==> src/rtl/pipelined_control_unit.sv <==
// Main control for the RV32I 5-stage pipeline: ID decode, ID/EX with stall/flush,
// EX/MEM and MEM/WB control registers, EX-stage redirect and illegal-opcode status.
module pipelined_control_unit #(
  parameter int IMM_W          = 3,
  parameter int ENABLE_JUMP    = 1,
  parameter int FLUSH_ON_TAKEN = 1,
  parameter int CNT_W          = 8
) (
  input  logic             clk,
  input  logic             rst_n,
  input  logic [6:0]       op,
  input  logic             valid_d,
  input  logic             stall_e,
  input  logic             flush_e,
  input  logic             zero_e,
  output logic [IMM_W-1:0] imm_src_d,
  output logic             reg_write_e,
  output logic             alu_src_e,
  output logic             mem_write_e,
  output logic             branch_e,
  output logic             jump_e,
  output logic [1:0]       result_src_e,
  output logic [1:0]       alu_op_e,
  output logic             valid_e,
  output logic             pc_src_e,
  output logic             reg_write_m,
  output logic             mem_write_m,
  output logic [1:0]       result_src_m,
  output logic             reg_write_w,
  output logic [1:0]       result_src_w,
  output logic             illegal_o,
  output logic [CNT_W-1:0] illegal_cnt
);

  localparam logic [6:0] OP_LOAD  = 7'b0000011;
  localparam logic [6:0] OP_STORE = 7'b0100011;
  localparam logic [6:0] OP_R     = 7'b0110011;
  localparam logic [6:0] OP_IALU  = 7'b0010011;
  localparam logic [6:0] OP_BR    = 7'b1100011;
  localparam logic [6:0] OP_JAL   = 7'b1101111;
  localparam logic [6:0] OP_JALR  = 7'b1100111;
  localparam logic [6:0] OP_LUI   = 7'b0110111;

  localparam logic [IMM_W-1:0] IMM_I = IMM_W'(3'b000);
  localparam logic [IMM_W-1:0] IMM_S = IMM_W'(3'b001);
  localparam logic [IMM_W-1:0] IMM_B = IMM_W'(3'b010);
  localparam logic [IMM_W-1:0] IMM_J = IMM_W'(3'b011);
  localparam logic [IMM_W-1:0] IMM_U = IMM_W'(3'b100);

  typedef struct packed {
    logic       reg_write;
    logic       alu_src;
    logic       mem_write;
    logic [1:0] result_src;
    logic       branch;
    logic       jump;
    logic [1:0] alu_op;
  } ex_t;

  typedef struct packed {
    logic             legal;
    logic [IMM_W-1:0] imm;
    ex_t              ex;
  } dec_t;

  function automatic ex_t mk(input logic rw, input logic asrc, input logic mw,
                             input logic [1:0] res, input logic br, input logic j,
                             input logic [1:0] aop);
    ex_t e;
    e.reg_write  = rw;
    e.alu_src    = asrc;
    e.mem_write  = mw;
    e.result_src = res;
    e.branch     = br;
    e.jump       = j;
    e.alu_op     = aop;
    return e;
  endfunction

  function automatic dec_t decode(input logic [6:0] opcode, input logic vld);
    dec_t d;
    d = '0;
    if (vld) begin
      case (opcode)
        OP_LOAD:  begin d.legal = 1'b1; d.imm = IMM_I;
                        d.ex = mk(1'b1, 1'b1, 1'b0, 2'b01, 1'b0, 1'b0, 2'b00); end
        OP_STORE: begin d.legal = 1'b1; d.imm = IMM_S;
                        d.ex = mk(1'b0, 1'b1, 1'b1, 2'b00, 1'b0, 1'b0, 2'b00); end
        OP_R:     begin d.legal = 1'b1; d.imm = IMM_I;
                        d.ex = mk(1'b1, 1'b0, 1'b0, 2'b00, 1'b0, 1'b0, 2'b10); end
        OP_IALU:  begin d.legal = 1'b1; d.imm = IMM_I;
                        d.ex = mk(1'b1, 1'b1, 1'b0, 2'b00, 1'b0, 1'b0, 2'b10); end
        OP_BR:    begin d.legal = 1'b1; d.imm = IMM_B;
                        d.ex = mk(1'b0, 1'b0, 1'b0, 2'b00, 1'b1, 1'b0, 2'b01); end
        OP_JAL:   if (ENABLE_JUMP != 0) begin
                        d.legal = 1'b1; d.imm = IMM_J;
                        d.ex = mk(1'b1, 1'b0, 1'b0, 2'b10, 1'b0, 1'b1, 2'b00); end
        OP_JALR:  if (ENABLE_JUMP != 0) begin
                        d.legal = 1'b1; d.imm = IMM_I;
                        d.ex = mk(1'b1, 1'b1, 1'b0, 2'b10, 1'b0, 1'b1, 2'b00); end
        OP_LUI:   if (ENABLE_JUMP != 0) begin
                        d.legal = 1'b1; d.imm = IMM_U;
                        d.ex = mk(1'b1, 1'b1, 1'b0, 2'b00, 1'b0, 1'b0, 2'b11); end
        default:  d = '0;
      endcase
    end
    return d;
  endfunction

  function automatic logic [CNT_W-1:0] sat_inc(input logic [CNT_W-1:0] cnt);
    return (cnt == {CNT_W{1'b1}}) ? cnt : cnt + 1'b1;
  endfunction

  // ---- ID stage (p0): combinational decode ----
  dec_t dec_p0;
  logic bubble_e, load_e;

  assign dec_p0    = decode(op, valid_d);
  assign imm_src_d = dec_p0.imm;

  // ---- ID/EX (p1) ----
  ex_t  ctl_p1;
  logic vld_p1;
  logic fresh_p1;  // EX contents not yet passed on; a held instruction moves to MEM only once

  assign pc_src_e = vld_p1 & (ctl_p1.jump | (ctl_p1.branch & zero_e));
  assign bubble_e = flush_e | ((FLUSH_ON_TAKEN != 0) & pc_src_e);
  assign load_e   = ~bubble_e & ~stall_e;

  always_ff @(posedge clk or negedge rst_n) begin
    if (!rst_n) begin
      ctl_p1   <= '0;
      vld_p1   <= 1'b0;
      fresh_p1 <= 1'b0;
    end else if (bubble_e) begin
      ctl_p1   <= '0;
      vld_p1   <= 1'b0;
      fresh_p1 <= 1'b0;
    end else if (stall_e) begin
      fresh_p1 <= 1'b0;
    end else begin
      ctl_p1   <= dec_p0.ex;
      vld_p1   <= valid_d;
      fresh_p1 <= 1'b1;
    end
  end

  assign reg_write_e  = ctl_p1.reg_write;
  assign alu_src_e    = ctl_p1.alu_src;
  assign mem_write_e  = ctl_p1.mem_write;
  assign branch_e     = ctl_p1.branch;
  assign jump_e       = ctl_p1.jump;
  assign result_src_e = ctl_p1.result_src;
  assign alu_op_e     = ctl_p1.alu_op;
  assign valid_e      = vld_p1;

  // ---- EX/MEM (p2) and MEM/WB (p3) ----
  logic       reg_write_p2, mem_write_p2, reg_write_p3;
  logic [1:0] result_src_p2, result_src_p3;

  always_ff @(posedge clk or negedge rst_n) begin
    if (!rst_n) begin
      reg_write_p2  <= 1'b0;
      mem_write_p2  <= 1'b0;
      result_src_p2 <= 2'b00;
      reg_write_p3  <= 1'b0;
      result_src_p3 <= 2'b00;
    end else begin
      reg_write_p2  <= fresh_p1 & ctl_p1.reg_write;
      mem_write_p2  <= fresh_p1 & ctl_p1.mem_write;
      result_src_p2 <= fresh_p1 ? ctl_p1.result_src : 2'b00;
      reg_write_p3  <= reg_write_p2;
      result_src_p3 <= result_src_p2;
    end
  end

  assign reg_write_m  = reg_write_p2;
  assign mem_write_m  = mem_write_p2;
  assign result_src_m = result_src_p2;
  assign reg_write_w  = reg_write_p3;
  assign result_src_w = result_src_p3;

  // Illegal status counts only instructions that actually enter EX.
  always_ff @(posedge clk or negedge rst_n) begin
    if (!rst_n) begin
      illegal_o   <= 1'b0;
      illegal_cnt <= '0;
    end else if (load_e && valid_d && !dec_p0.legal) begin
      illegal_o   <= 1'b1;
      illegal_cnt <= sat_inc(illegal_cnt);
    end
  end

endmodule

==> config.mk <==
export PLATFORM = sky130hd
export DESIGN_NAME = pipelined_control_unit
export DESIGN_NICKNAME = d
export VERILOG_FILES = /design/src/rtl/pipelined_control_unit.sv
export SDC_FILE = /design/constraint.sdc
export NUM_CORES = 1
export LEC_CHECK = 0
export ABC_AREA = 1
export CAP_MARGIN = 20
export CORE_ASPECT_RATIO = 1.2
export CORE_MARGIN = 2
export CORE_UTILIZATION = 30
export DETAILED_ROUTE_END_ITERATION = 12
export HOLD_SLACK_MARGIN = 0.06
export SYNTH_ARGS = -nofsm -noshare
export SYNTH_HDL_FRONTEND = slang
export SYNTH_SLANG_ARGS = --single-unit
==> constraint.sdc <==
create_clock -name clk -period 1.5 [get_ports clk]
set_input_delay 0.375 -clock clk [delete_from_list [all_inputs] [get_ports clk]]
set_output_delay 0.375 -clock clk [all_outputs]
set_load 0.005 [all_outputs]
==> impl_metrics.py, run 1 <==
metrics = {
    "critical_path": {
        "endpoint": "illegal_cnt[4]$_DFFE_PN0P_",
        "crit_path_cell_trace": "buf_6 -> inv_4 -> nand2_2 -> nand2_2 -> buf_6 -> nand2_4 -> nor3_4 -> buf_6 -> nand3_4 -> nand2_1 -> nand2_1",
        "cp.arrival_ns": 1.69,
        "cp_slowest_cell": "dfrtp_1",
        "critical_path_class": "reg2reg",
        "regToRegStartpoint": "result_src_e[1]$_DFFE_PN0P_",
        "rr_worst_depth": 11,
        "start_kind": "flip-flop",
        "r2r-end": "illegal_cnt[4]$_DFFE_PN0P_",
        "critPathMaxStageDelay_ns": 0.40,
        "path_max_fanout": 7,
        "cp-end-kind": "flip-flop",
        "critPathLaunch": "result_src_e[1]$_DFFE_PN0P_",
        "reg2reg_slack_ns": -0.02,
        "cp.required_ns": 1.67,
        "cp_common_cell": "buf_6",
    },
    "synthesis": {
        "synthAdderAreaFrac_pct": 0.908,
        "netlist_instances": 168,
        "synth_area_leaders": "dfrtp_1, nand2_1, inv_1, nand4_1, nor2_1",
        "syn-num-nets": 182,
        "synthSimpleGateAreaFrac_pct": 35.0,
        "synth_warnings": 0,
        "synth-xor-area-share_pct": 2.54,
        "synth_top_family_by_area": "simple AND/OR/NAND/NOR gates",
        "ys_seq_elements": 26,
        "synth.distinct_cells": 24,
        "netlist.area_leader.share_pct": 47.2,
        "synth_area_mm2": 0.00138,
        "synth_compound_area_share_pct": 5.36,
        "avgSynthCellArea_um2": 8.20,
        "synthMuxAreaShare_pct": 0,
        "synth_seq_area_share_pct": 47.2,
        "synth_top_cell_by_area": "dfrtp_1",
    },
    "layout": {
        "final_nets": 275,
        "final_area_mm2": 0.00230,
        "n_antenna_cell": 0,
        "drive_above_1_share_pct": 36.5,
        "nFillCells": 426,
        "final_cells": 318,
        "area_delta_synth_final_pct": 67.2,
        "utilization_pct": 51.3,
    },
    "clocking": {
        "clockBufferDepth": 2,
        "path_clk_slew_ns": 0.09,
        "hold_buffers": 0,
        "clock_latency_ns": 0.27,
        "root_buffer": "clkbuf_8",
        "numCtsBuffers": 3,
        "cts_tree": "yes",
        "clock-sinks": 26,
        "h-tree-depth": 1,
    },
    "status": {
        "violations": "setup timing",
        "status": "complete, but fails checks",
    },
    "timing": {
        "final_max_slew_viol_count": 0,
        "period_share_pct": 101,
        "setup_tns_ns": -0.143,
        "worst_pin_slew_ns": 0.320,
        "finalCriticalPeriod_ns": 1.52,
        "rsz0062_at_grt": "yes",
        "maxSlewHeadroom_pct": 78.6,
        "hold_violations": 0,
        "setup_ws_ns": -0.0208,
        "finalClockSkew_ns": 0.00523,
        "max_freq_mhz": 658,
        "setup_viol": 9,
        "timing.hold.ws_ns": 0.374,
    },
    "global_routing": {
        "grt_max_degree": 27,
        "first_global_vias": 1381,
        "grt_pass1_wl_um": 5870,
        "grt_use_total_pct": 14.5,
        "antenna_found_initial": 0,
        "grt-ovfl-total": 0,
    },
    "route": {
        "wl_met1_um": 1470,
        "drt_wl_total_um": 3420,
        "first_pass_iters": 4,
        "drt_iter0_drc": 31,
        "highest_layer": "met4",
        "via_per_inst": 4.36,
        "wl_per_cell_um": 10.7,
        "wl_met2_um": 1740,
        "drc_errors": 0,
        "final_antenna_net_count": 0,
        "dr_wl_met3_um": 141,
        "vias": 1386,
    },
    "place": {
        "dp_cells": 295,
        "hpwl_um": 2490,
        "port_buffers": 42,
        "place_ws_ns": -0.752,
        "placed_area_mm2": 0.00208,
        "place_congestion": 0.784,
    },
    "power_and_ir_drop": {
        "p_leak_nw": 1.39,
        "finalPower_mw": 1.81,
        "peakVddDrop_mv": 0.335,
        "power-per-cell-area_mw_per_mm2": 784,
    },
    "floorplan": {
        "dieArea_mm2": 0.00515,
        "die_y_um": 78.2,
        "rows": 27,
        "initial_core_util_pct": 30.7,
        "die_w_um": 65.9,
        "io_pins": 43,
        "design.core.area_mm2": 0.00449,
    },
    "worst_hold_path": {
        "hold_class": "reg2reg",
    },
    "flow_run": {
        "maxCapViolations": 0,
    },
}
-- logic make-up after synthesis --
family                     Yosys count
and+or+nand+nor                     94
buffers and inverters               29
DFF                                 26
AOI/OAI and AO/OA                   14
xor gates and xnor gates             4
adders and majority gates            1
-- per-layer routing --
metal	up-vias	global-route usage, %
met5	-	0
met4	0	6.04
met3	6	2.44
met2	34	25.9
met1	632	16.7
li1	714	-
-- how the worst min path moves through the flow --
stage / startpoint / to / slack [ns] / cells past startpoint
floorplan: rst_n / alu_op_e[0]$_DFFE_PN0P_ / 0.08 / 0
global placement: result_src_m[1]$_DFF_PN0_ / result_src_w[1]$_DFF_PN0_ / 0.36 / 0
detailed placement: result_src_m[0]$_DFF_PN0_ / result_src_w[0]$_DFF_PN0_ / 0.36 / 0
CTS: result_src_m[0]$_DFF_PN0_ / result_src_w[0]$_DFF_PN0_ / 0.38 / 0
global route: result_src_m[0]$_DFF_PN0_ / result_src_w[0]$_DFF_PN0_ / 0.39 / 0
finish: result_src_m[0]$_DFF_PN0_ / result_src_w[0]$_DFF_PN0_ / 0.37 / 0
-- cells in the mapped netlist --
| master | number |
|---|---|
| buf_6 | 1 |
| nand2_4 | 3 |
| clkbuf_4 | 1 |
| o22ai_1 | 1 |
| nor2_1 | 12 |
| dfrtp_1 | 26 |
| ha_1 | 1 |
| buf_4 | 1 |
| nand2_2 | 6 |
| inv_2 | 4 |
| nor2_2 | 1 |
| xor2_1 | 3 |
| a21oi_1 | 5 |
| xnor2_1 | 1 |
| nand4_1 | 10 |
| nand3_2 | 4 |
| nand3b_1 | 1 |
| a21o_1 | 1 |
| nor3_4 | 1 |
| nor2_4 | 2 |
| nand3_1 | 6 |
| inv_1 | 22 |
| o21ai_0 | 7 |
| nand2_1 | 48 |
-- report_power, final --
part	internal (mW)	leakage [nW]	switching [mW]
combinational	0.221	1.00	0.213
sequential	0.751	0.352	0.0396
clock	0.357	0.0357	0.224
-- final cells by class --
type                    count  area [µm²]  area share [%]
multi-input cells         113         643            27.9
flip-flops and latches     26         651            28.2
well taps                  58        72.6            3.15
clock buffers               3        41.3            1.79
inverters                  26         103            4.45
repair buffers             91         763            33.1
clock inverters             1        30.0            1.30
-- critical path, delay by kind of cell, from the launching register on --
family | cells | cell delay (ns)
buffers and inverters | 4 | 0.41
DFF | 1 | 0.40
and+or+nand+nor | 7 | 0.60
-- what timing repair did --
action	in CTS	in global routing
setup endpoints to repair	40	22
setup buffers	16	3
pin swaps	9	4
resized for setup	77	11
-- cell usage in the layout (no fill, tap or decap), drive strengths merged --
cell,instances
nor3,1
clkdlybuf4s50,5
nand3,10
bufinv,1
a21o,1
o21ai,7
nand3b,1
xor2,3
clkdlybuf4s15,1
clkbuf,4
nand4,10
dlymetal6s2s,4
dfrtp,26
a21oi,5
nor2,15
buf,58
nand2,57
inv,26
xnor2,1
dlygate4sd2,22
o22ai,1
ha,1
-- state kept, by name, indices dropped and copies added, names as in the netlist, 2 cells and up --
register      cells
result_src_m      2
result_src_e      2
result_src_w      2
illegal_cnt       8
alu_op_e          2
Power figures use the tool's default switching activity.
==> run 2: changes to the inputs <==
Settings changed: CORE_MARGIN 2 to 3, SETUP_SLACK_MARGIN set to 0.5.
==> impl_metrics.py, run 2 (synthesized netlist as in run 1, its figures left out) <==
metrics = {
    "timing": {
        "timing.hold.ws_ns": 0.379,
        "setup_ws_ns": 0.0308,
        "worst_pin_slew_ns": 0.334,
        "hold_violations": 0,
        "finalCriticalPeriod_ns": 1.47,
        "maxSlewHeadroom_pct": 77.7,
        "max_freq_mhz": 681,
        "period_share_pct": 97.9,
        "final_max_slew_viol_count": 0,
        "rsz0062_at_grt": "yes",
        "setup_viol": 0,
        "finalClockSkew_ns": 0.00197,
    },
    "layout": {
        "final_cell_mix": "buf_4, nand2_1, buf_2",
        "final_area_mm2": 0.00245,
        "top_register": "illegal_cnt",
        "drive_above_1_share_pct": 54.8,
        "n_antenna_cell": 0,
        "utilization_pct": 56.1,
        "largest_register_ffs": 8,
        "area_delta_synth_final_pct": 77.6,
        "final_nets": 285,
        "final_common_cell": "buf_4",
    },
    "power_and_ir_drop": {
        "p_leak_nw": 1.39,
        "switching_share_pct": 27.8,
        "p_switching_mw": 0.531,
        "seq_power_share_pct": 40.4,
        "combPwrFrac_pct": 28.6,
        "clkPwrFrac_pct": 31.1,
        "power-per-cell-area_mw_per_mm2": 781,
        "peakVddDrop_mv": 0.586,
        "cell_internal_pwr_mw": 1.38,
    },
    "critical_path": {
        "critical_path_class": "in2out",
        "start_kind": "input port",
        "cp-end-kind": "output port",
        "cp.arrival_ns": 1.09,
        "cp.required_ns": 1.12,
        "rr_worst_depth": 9,
        "path_max_fanout": 3,
    },
    "clocking": {
        "root_buffer": "clkbuf_8",
        "h-tree-depth": 1,
        "path_clk_slew_ns": 0.10,
        "clock-sinks": 26,
        "clock_latency_ns": 0.27,
        "clockBufferDepth": 2,
        "numCtsBuffers": 3,
        "cts_tree": "yes",
    },
    "route": {
        "drt_iter0_drc": 70,
        "wl_per_cell_um": 11.9,
        "drt_wl_total_um": 3890,
        "final_antenna_net_count": 0,
        "first_pass_iters": 4,
        "drc_errors": 0,
        "via_per_inst": 4.48,
        "vias": 1462,
    },
    "global_routing": {
        "grt_use_total_pct": 15.2,
        "grt_pass1_wl_um": 6450,
        "first_global_vias": 1413,
        "antenna_found_initial": 0,
        "grt_max_degree": 27,
        "grt-ovfl-total": 0,
    },
    "place": {
        "placed_area_mm2": 0.00210,
        "place_congestion": 0.782,
        "port_buffers": 42,
        "place_ws_ns": -0.958,
        "hpwl_um": 2560,
    },
    "floorplan": {
        "die_y_um": 80.2,
        "io_pins": 43,
        "rows": 26,
        "die_w_um": 67.9,
        "initial_core_util_pct": 31.6,
        "design.core.area_mm2": 0.00436,
        "dieArea_mm2": 0.00544,
    },
    "flow_run": {
        "maxCapViolations": 0,
    },
    "status": {
        "status": "completed",
    },
    "worst_hold_path": {
        "hold_class": "reg2reg",
        "min_path_cells": 0,
    },
}
[run 2: final timing paths]
check                                          startpoint                    endpoint  slack (ns)
worst max-delay path                                op[3]                imm_src_d[0]        0.03
max in group asynchronous                           rst_n     reg_write_e$_DFFE_PN0P_        0.79
worst min-delay path            result_src_m[1]$_DFF_PN0_   result_src_w[1]$_DFF_PN0_        0.38
worst max register to register        valid_e$_DFFE_PN0P_  illegal_cnt[1]$_DFFE_PN0P_        0.04
min in group asynchronous                           rst_n  illegal_cnt[4]$_DFFE_PN0P_        0.46
worst min register to register  result_src_m[1]$_DFF_PN0_   result_src_w[1]$_DFF_PN0_        0.38
[run 2: power by group through the flow]
stage | Sequential [mW] | Clock (mW) | Combinational, mW
finish | 0.772 | 0.594 | 0.546
global route | 0.782 | 0.634 | 0.611
CTS | 0.772 | 0.597 | 0.499
detailed placement | 0.833 | 0 | 0.392
floorplan | 0.828 | 0 | 0.177
global placement | 0.831 | 0 | 0.384
[run 2: area by class of cell]
type	count	area [µm²]
clock buffer	3	41.3
clock inverter	1	30.0
fill	419	1910
inverter	26	120
multi-input combinational	113	762
sequential	26	651
tap	56	70.1
timing repair buffer	101	772
[run 2: worst max-delay path, stage by stage]
cell     delay, ns
buf_12        0.11
inv_12        0.05
nand2_4       0.04
nor2_4        0.10
nand4_1       0.17
a21oi_2       0.14
buf_2         0.11
[run 2: routing by layer]
| metal | wire (µm) | vias to the layer above | track usage [%] |
|---|---|---|---|
| met2 | 2180 | 33 | 27.5 |
| met5 | 0 | - | 0 |
| li1 | - | 736 | - |
| met3 | 138 | 4 | 1.68 |
| met4 | 48 | 0 | 5.37 |
| met1 | 1530 | 689 | 18.3 |
[run 2: what timing repair did]
action | 4_1_cts | 5_1_grt
gates cloned | 1 | 0
pin swaps | 14 | 14
hold buffers | 0 | 0
setup buffers | 25 | 9
gates resized for setup | 177 | 25
setup endpoints to repair | 49 | 49
[run 2: through the flow]
| stage | std cells | TNS (ns) | power, mW |
|---|---|---|---|
| 2_1_floorplan | 168 | 0 | 1.00 |
| 3_3_place_gp | 287 | -13.21 | 1.21 |
| 3_5_place_dp | 287 | -13.44 | 1.22 |
| 4_1_cts | 317 | 0 | 1.87 |
| 5_1_grt | 326 | -0.250 | 2.03 |
| 6_report | 326 | 0 | 1.91 |
==> run 3: changes to the inputs <==
Settings changed: CAP_MARGIN 20 to not set.
==> results of run 3 <==
No change in the layout: final DEF, timing and power equal those of run 2.
